[src/rtl/xor_diff_counter.sv]
// Bit-error accumulator: sums popcount(diff) over WINDOW valid samples per start/done run.
// Optional macro DIFFCNT_SAT_EN: err_count saturates at 2^CW-1 instead of wrapping.
module xor_diff_counter #(
  parameter int WINDOW = 64,
  parameter int CW     = 10
) (
  input  logic          clk,
  input  logic          reset_n,
  input  logic          start,
  input  logic [5:0]    diff,
  input  logic          diff_vld,
  output logic          busy,
  output logic          done,
  output logic [CW-1:0] err_count,
  output logic          ovf
);

  localparam int SW = $clog2(WINDOW + 1);
  localparam logic [SW-1:0] LAST_IDX = SW'(WINDOW - 1);

  typedef enum logic [1:0] {IDLE, RUN, DONE} state_t;

  state_t        state;
  logic [SW-1:0] sample_cnt;
  logic [2:0]    pop;
  logic [CW:0]   sum;
  logic [CW-1:0] next_count;

  always_comb begin
    pop = '0;
    for (int i = 0; i < 6; i++) pop = pop + {2'b00, diff[i]};
  end

  // One extra bit on the adder exposes the carry that signals overflow.
  assign sum = {1'b0, err_count} + {{(CW-2){1'b0}}, pop};

`ifdef DIFFCNT_SAT_EN
  assign next_count = sum[CW] ? '1 : sum[CW-1:0];
`else
  assign next_count = sum[CW-1:0];
`endif

  always_ff @(posedge clk or negedge reset_n) begin
    if (!reset_n) begin
      state      <= IDLE;
      sample_cnt <= '0;
      busy       <= 1'b0;
      done       <= 1'b0;
      err_count  <= '0;
      ovf        <= 1'b0;
    end else begin
      case (state)
        IDLE: begin
          done <= 1'b0;
          if (start) begin
            state      <= RUN;
            busy       <= 1'b1;
            sample_cnt <= '0;
            err_count  <= '0;
            ovf        <= 1'b0;
          end
        end
        RUN: begin
          if (diff_vld) begin
            err_count  <= next_count;
            sample_cnt <= sample_cnt + SW'(1);
            if (sum[CW]) ovf <= 1'b1;
            if (sample_cnt == LAST_IDX) begin
              state <= DONE;
              busy  <= 1'b0;
              done  <= 1'b1;
            end
          end
        end
        DONE: begin
          state <= IDLE;
          done  <= 1'b0;
        end
        default: begin
          state <= IDLE;
          busy  <= 1'b0;
          done  <= 1'b0;
        end
      endcase
    end
  end

endmodule

[config.mk]
export PLATFORM = sky130hd
export DESIGN_NAME = xor_diff_counter
export DESIGN_NICKNAME = d
export VERILOG_FILES = /design/src/rtl/xor_diff_counter.sv
export SDC_FILE = /design/constraint.sdc
export NUM_CORES = 1
export LEC_CHECK = 0
export ABC_AREA = 0
export CAP_MARGIN = 20
export CORE_MARGIN = 2
export CORE_UTILIZATION = 50
export CTS_CLUSTER_SIZE = 20
export DETAILED_ROUTE_END_ITERATION = 12
export PLACE_DENSITY = 0.77
export SLEW_MARGIN = 20
export SYNTH_ARGS = -nofsm -noshare
export SYNTH_HDL_FRONTEND = slang
export SYNTH_SLANG_ARGS = --single-unit
[constraint.sdc]
create_clock -name clk -period 3.1 [get_ports clk]
set_input_delay 0.62 -clock clk [delete_from_list [all_inputs] [get_ports clk]]
set_output_delay 0.62 -clock clk [all_outputs]
set_load 0.005 [all_outputs]
After elaboration in Yosys (flattened, before gate mapping)
Cells that the tools add are included.
W data, S select, Z words.
{"block": "totals", "register_bits": 22, "in_bits": 10}
{"block": "op_classes", "mux": 21, "n_bitwise": 1, "eq_ne": 7, "add_sub_neg": 7, "reduce_logical": 7}
{"cell": "$mux W10", "count": 2}
{"cell": "$pmux W10 S2", "count": 1}
{"cell": "$mux W7", "count": 2}
{"cell": "$pmux W7 S2", "count": 1}
{"cell": "$add A10 B3 Y11", "count": 1}
{"cell": "$add A3 B1 Y3", "count": 3}
{"cell": "$mux W1", "count": 9}
{"cell": "$ne A2 B2 Y1 const B", "count": 4}
{"cell": "$reduce_and A4 Y1", "count": 2}
{"cell": "$add A7 B1 Y7 const B", "count": 1}
{"cell": "$eq A7 B6 Y1 const B", "count": 1}
{"cell": "$mux W2", "count": 3}
{"cell": "$reduce_and A3 Y1", "count": 2}
{"cell": "$pmux W2 S2", "count": 1}
{"cell": "$add A2 B1 Y3", "count": 1}
{"cell": "$pmux W1 S3", "count": 1}
{"cell": "$add A1 B1 Y2", "count": 1}
{"cell": "$eq A2 B1 Y1 const B", "count": 1}
{"cell": "$eq A2 B2 Y1 const B", "count": 1}
{"cell": "$logic_not A2 Y1", "count": 1}
{"cell": "$pmux W1 S2", "count": 1}
{"cell": "$reduce_and A2 Y1", "count": 1}
{"cell": "$reduce_bool A2 Y1", "count": 1}
{"cell": "$not A1 Y1", "count": 1}

Logic depth before layout (Yosys ltp)
Gate-level depths: netlist of the first run.
{"block": "logic_depth", "depth_word": 9, "depth_mapped": 10}

Worst setup path after synthesis of the first run
OpenSTA, ideal clock, no wires.
{"block": "synth_timing", "kind": "input-to-reg", "startpoint": "input port diff[0]", "endpoint": "register err_count[5]", "path_buffers": 0, "required_time_ns": 2.980, "cell_stages": 8, "arrival_time_ns": 3.063, "slack_ns": -0.084, "cell_sequence": "fa_1 -> inv_1 -> fa_1 -> fa_1 -> nand3b_1 -> a211oi_1 -> a31oi_1 -> a41o_1"}
{"block": "synth_between", "elab_chain_len": 8}
{"element": "from (decl)", "line_no": "10", "source": "input logic [5:0] diff,"}
{"element": "$add A1 B1 Y2", "line_no": "31", "source": "for (int i = 0; i < 6; i++) pop = pop + {2'b00, diff[i]};"}
{"element": "$add A2 B1 Y3", "line_no": "31"}
{"element": "$add A3 B1 Y3 (3 in series)", "line_no": "31"}
{"element": "$add A10 B3 Y11", "line_no": "35", "source": "assign sum = {1'b0, err_count} + {{(CW-2){1'b0}}, pop};"}
{"element": "$mux W10", "line_no": "64", "source": "if (diff_vld) begin"}
{"element": "$pmux W10 S2", "line_no": "52", "source": "case (state)"}
{"element": "to (signal assigned)", "line_no": "65", "source": "err_count <= next_count;"}
{"element": "to (decl)", "line_no": "14", "source": "output logic [CW-1:0] err_count,"}
Every way passes these cells. The select of a mux whose other input is x is not followed.
A chain may end at the register's enable or synchronous reset.

Worst setup path in the final report of the first run
{"block": "layout_timing", "startpoint": "input port diff[1]", "endpoint": "register err_count[8]"}
Same word-level chain as after synthesis.

==> results.cfg, run 1 <==
[outcome]
status = completed

[timing]
period_share_pct = 93.62
min_period_ns = 2.902
finalHoldViolations = 0
grt_setup_unrepaired = false
hold_slack_ns = 0.4873
slew_headroom_pct = 50.43
setup_violations = 0
max_freq_mhz = 344.6
skew_ns = 0.008381
max_slew.worst_pin.slew_ns = 0.7229
drv_slew = 0

[critical_path]
endpoint_kind = flop
path_class = primary input to flop
critPathLaunchType = primary input
worst-path-max-fanout = 5
reg2reg_slack_ns = 0.82
cp.required_ns = 3.35
arrival_ns = 3.16

[clock_network]
cts.sinks = 22
htreeDepth = 1
insertion_delay_ns = 0.32
clock-root-buffer = clkbuf_4
cts_tree = yes
cts_hold_buf = 0
cts_made_buffers = 3
clock_path_buffers = 2
path_clk_slew_ns = 0.12

[power_and_ir_drop]
pwr-share-clk_pct = 15.6
swShare_pct = 34.98
switchingPower_uw = 359.3
power.density_nw_per_um2 = 664.1
p_int_uw = 667.8
p_leak_uw = 0.0007026
peakVddDrop_v = 0.0004588
p_comb_share_pct = 43.5
seqPwrFrac_pct = 40.9
total_power_uw = 1027

[job]
maxCapViolCount = 0

[detailed_routing]
post_drt_wl_per_cell_um = 15.22
ant_nets = 0
drtIter0Drc = 14
firstDrtPassIters = 4
vias = 999
drt_wl_total_um = 2649
via_per_inst = 5.741
drc = 0

[yosys]
ys.flop_type = dfrtp_1
synth_area_leaders = dfrtp_1 46%, fa_1 6.6%, xnor2_1 5.8%
synth_edf_count = 0
synth_top_area_cell = dfrtp_1
synth_top_area_share_pct = 45.64
syn_inst = 119
synth.yosys.seq_area_share_pct = 45.64
netlist_area_um2 = 1206
synth-seq-cells = 22
async_reset_ff_share_pct = 100.0
synth_cell_types = 33
synth_area_per_cell_um2 = 10.14
yosysWarnings = 0
synth_nets = 137

[global_route]
antenna_found_initial = 0
grt_max_degree = 23
grt-ovfl-total = 0
grt_pass1_vias = 1015
grt_pass1_wl_um = 4526
groute.usage.overall_pct = 22.66

[place]
dp.cells = 169
hpwl_um = 1880
port_buffers = 22
routabilityCongestion = 0.7493

[floorplan]
initial_core_util_pct = 53.50
core_area_um2 = 2255
io_pins = 23
die_h_um = 53.12
dieWidth_um = 53.12
core.rowCount = 17
die_area_um2 = 2821

[finish]
final_cell_mix = 22 x dfrtp_1, 19 x clkdlybuf4s50_1, 12 x nor2_1
finish.utilization_pct = 68.59
layout.cells.non_filler = 174
finalNetCount = 165
drive_above_1_share_pct = 11.64
final_common_cell = dfrtp_1
areaGrowthSynthToFinish_pct = 28.22
antennaDiodeCount = 0

[hold_path]
hp-class = flop to flop
==> metrics by stage <==
step           instance area (µm²)  TNS, ns  setup slack (ns)
2_1_floorplan                 1211        0           0.06236
3_5_place_dp                  1474   -3.829           -0.5235
4_1_cts                       1516  -0.1075          -0.04036
5_1_grt                       1546        0           0.05871
6_report                      1546        0            0.1978
3_3_place_gp                  1474   -3.133           -0.4583
==> synth_stat cells (all sizes together) (2+ instances only) <==
master	n
a41o	3
nand2	10
fa	4
o21ai	3
nand3	3
nor3b	2
a32o	2
dfrtp	22
xnor2	8
nor4	3
ha	4
inv	11
a31oi	3
and3	2
clkbuf	3
o31ai	2
nor2	12
nor4b	3
a21oi	5
==> worst max-delay path, stage by stage <==
cell and delay [ns]:
dlygate4sd2_1 0.25, fa_1 0.50, inv_1 0.05, fa_1 0.46, fa_2 0.37, inv_2 0.06
fa_2 0.22, a21oi_4 0.08, or4_1 0.41, a21oi_1 0.14
==> registers in the layout (all words and copies together) (netlist names) <==
| name | count |
|---|---|
| busy | 1 |
| state | 2 |
| err_count | 10 |
| sample_cnt | 7 |
| done | 1 |
| ovf | 1 |
==> worst paths after layout <==
kind                                                   to  cells after the start                 startpoint
worst max-delay path             err_count[8]$_DFFE_PN0P_                     10                    diff[1]
max in group asynchronous       sample_cnt[2]$_DFFE_PN0P_                      2                    reset_n
min in group asynchronous        err_count[5]$_DFFE_PN0P_                      2                    reset_n
worst max register to register   err_count[8]$_DFFE_PN0P_                      8   err_count[0]$_DFFE_PN0P_
worst min register to register       state[1]$_DFFE_PN0P_                      1  sample_cnt[6]$_DFFE_PN0P_
worst min-delay path                 state[1]$_DFFE_PN0P_                      1  sample_cnt[6]$_DFFE_PN0P_
==> layer usage <==
layer	global-route usage, %	part of all wire [%]
met1	29.36	46
met2	37.29	48
met3	3.390	3.0
met4	10.26	2.0
met5	0	0
==> timing repair <==
| item | CTS | global route |
|---|---|---|
| setup endpoints to repair | 7 | 8 |
| setup buffers | 0 | 1 |
| hold endpoints to repair | 0 | 0 |
| pin swaps | 5 | 6 |
| resized for setup | 6 | 4 |
==> power groups by stage <==
stage          registers, µW  logic (µW)  clock network, µW
2_1_floorplan            414         243                  0
3_3_place_gp             419         398                  0
3_5_place_dp             422         408                  0
4_1_cts                  417         428                166
5_1_grt                  430         503                176
6_report                 420         447                161
==> area by class of cell <==
class / instances / area (µm²)
clock buffer: 4 / 36.28
fill: 188 / 708.2
sequential: 22 / 550.5
tap: 28 / 35.03
timing repair buffer: 27 / 257.7
multi-input combinational: 82 / 625.6
inverter: 11 / 41.29
==> cell families (layout without fill, tap and decap cells) <==
group | after synthesis | after routing | share of synthesized area [%]
compound gates | 22 | 22 | 12.86
xor+xnor | 8 | 8 | 5.809
fa+ha+maj | 8 | 8 | 10.79
buf+inv | 15 | 42 | 5.290
flops | 22 | 22 | 45.64
mux | 1 | 1 | 0.8299
simple gates | 43 | 43 | 18.78
Note: power is estimated with default switching activity, not from simulation.
==> inputs of run 2 (changes only) <==
--- a/config.mk
+++ b/config.mk
@@ -12,6 +12,7 @@
 export CTS_CLUSTER_SIZE = 20
 export DETAILED_ROUTE_END_ITERATION = 12
 export PLACE_DENSITY = 0.77
+export SETUP_SLACK_MARGIN = 0.2
 export SLEW_MARGIN = 20
 export SYNTH_ARGS = -nofsm -noshare
 export SYNTH_HDL_FRONTEND = slang
==> results.cfg, run 2 (synthesis gave the netlist of run 1 again) <==
[floorplan]
core.rowCount = 17
dieWidth_um = 53.12
io_pins = 23
die_area_um2 = 2821
initial_core_util_pct = 53.50
core_area_um2 = 2255
die_h_um = 53.12

[timing]
min_period_ns = 2.790
drv_slew = 0
grt_setup_unrepaired = true
slew_headroom_pct = 58.24
period_share_pct = 90.00
setup_violations = 0
skew_ns = 0.0008266
hold_slack_ns = 0.4905
max_slew.worst_pin.slew_ns = 0.6250
max_freq_mhz = 358.4
finalHoldViolations = 0

[global_route]
grt_max_degree = 23
antenna_found_initial = 0
grt-ovfl-total = 0
grt_pass1_wl_um = 4588
grt_pass1_vias = 992
groute.usage.overall_pct = 22.93

[job]
maxCapViolCount = 0

[finish]
top_register = err_count
layout.cells.non_filler = 178
antennaDiodeCount = 0
top_regs = err_count x10, sample_cnt x7, state x2
areaGrowthSynthToFinish_pct = 31.74
final_common_cell = dfrtp_1
final_area_um2 = 1589
finalNetCount = 169
drive_above_1_share_pct = 16.00
fillers = 191
final_cell_mix = 22 x dfrtp_1, 19 x clkdlybuf4s50_1, 12 x nor2_1
largest_reg_flops = 10

[clock_network]
cts_made_buffers = 3
insertion_delay_ns = 0.31
cts.sinks = 22
cts_tree = yes
cts_hold_buf = 0
clock-root-buffer = clkbuf_4
clock_path_buffers = 2
htreeDepth = 1
path_clk_slew_ns = 0.13

[detailed_routing]
drt_wl_total_um = 2689
top_layer_used = met4
wl_met3_um = 94
firstDrtPassIters = 4
wl_met1_um = 1219
vias = 997
ant_nets = 0
met2_length_um = 1349
post_drt_wl_per_cell_um = 15.11
drc = 0
drtIter0Drc = 10
via_per_inst = 5.601

[place]
place_area_um2 = 1513
dp.cells = 172
routabilityCongestion = 0.7810
port_buffers = 22
hpwl_um = 1997

[power_and_ir_drop]
total_power_uw = 1126
peakVddDrop_v = 0.0003963
p_leak_uw = 0.0007195
power.density_nw_per_um2 = 708.5

[critical_path]
worst-path-max-fanout = 5
crit_chain = buf_6 -> fa_1 -> inv_1 -> fa_1 -> fa_2 -> inv_2 -> fa_2 -> a21oi_4 -> or4_1 -> a21oi_2
critPathSlowestCell = fa_1
endpoint_kind = flop
path_class = primary input to flop
arrival_ns = 3.04
critPathLaunchType = primary input
reg2reg_slack_ns = 0.82
r2r_start = err_count[0]$_DFFE_PN0P_
r2r_end = err_count[8]$_DFFE_PN0P_
cp.required_ns = 3.35
worst_path_largest_cell_delay_ns = 0.52
ff2ff_path_depth = 8

[hold_path]
hp-class = flop to flop
hold_path_end = state[1]$_DFFE_PN0P_
worstHoldStart = sample_cnt[6]$_DFFE_PN0P_
hold_depth = 1

[outcome]
status = completed
## run 2: cell count changes in the layout (fill, tap and decap cells not counted), sizes merged
cell | before | now
buf | 5 | 12
dlygate4sd2 | 2 | 0
bufinv | 0 | 1
clkbuf | 4 | 3
dlymetal6s2s | 1 | 0
## run 2: worst max path at each step
stage / slack, ns / from / cells after the start / end
after global routing: 0.17 / diff[1] / 11 / ovf$_DFFE_PN0P_
after floorplan: 0.11 / diff[0] / 9 / err_count[8]$_DFFE_PN0P_
final: 0.31 / diff[1] / 10 / err_count[8]$_DFFE_PN0P_
after detailed placement: -0.45 / diff[0] / 10 / err_count[8]$_DFFE_PN0P_
after global placement: -0.43 / diff[0] / 10 / err_count[8]$_DFFE_PN0P_
after CTS: 0.21 / diff[1] / 9 / err_count[7]$_DFFE_PN0P_
## run 2: critical path, delay by kind of cell
family | cells | cell delay [ns]
adders and majority gates | 4 | 1.56
and+or+nand+nor | 1 | 0.43
AOI/OAI and AO/OA | 2 | 0.22
buffers and inverters | 3 | 0.21
## run 2: per-layer routing
metal  track usage (%)  vias up
li1                  -      477
met1             30.90      498
met2             38.13       17
met3             3.672        5
met4             6.410        0
met5                 0        -
## run 2: area by class of cell
type	count	area, µm²	share of cell area, %
timing repair buffer	31	279.0	17.56
clock buffer	3	22.52	1.417
inverter	11	41.29	2.598
tap	28	35.03	2.205
multi-input combinational	82	630.6	39.69
clock inverter	1	30.03	1.890
sequential	22	550.5	34.65
## run 2: power by group
part | internal, µW | leakage, µW | switching [µW] | total [µW]
combinational | 276 | 0.000408 | 210 | 486
sequential | 351 | 0.000283 | 67.3 | 419
clock | 131 | 0.0000279 | 90.9 | 222
total | 758 | 0.000720 | 368 | 1130
## run 2: repair_timing
action / CTS / global route
resized for setup: 14 / 2
buffers inserted: 1 / 1
pin swaps: 7 / 7
setup endpoints to repair: 9 / 8
## run 2: through the flow
stage / util, % / setup WS [ns] / setup TNS (ns)
finish: 70.48 / 0.3099 / 0
global route: 70.48 / 0.1748 / 0
CTS: 69.53 / 0.2115 / 0
detailed placement: 67.09 / -0.4518 / -3.668
global placement: 67.09 / -0.4330 / -3.137
floorplan: - / 0.1072 / 0
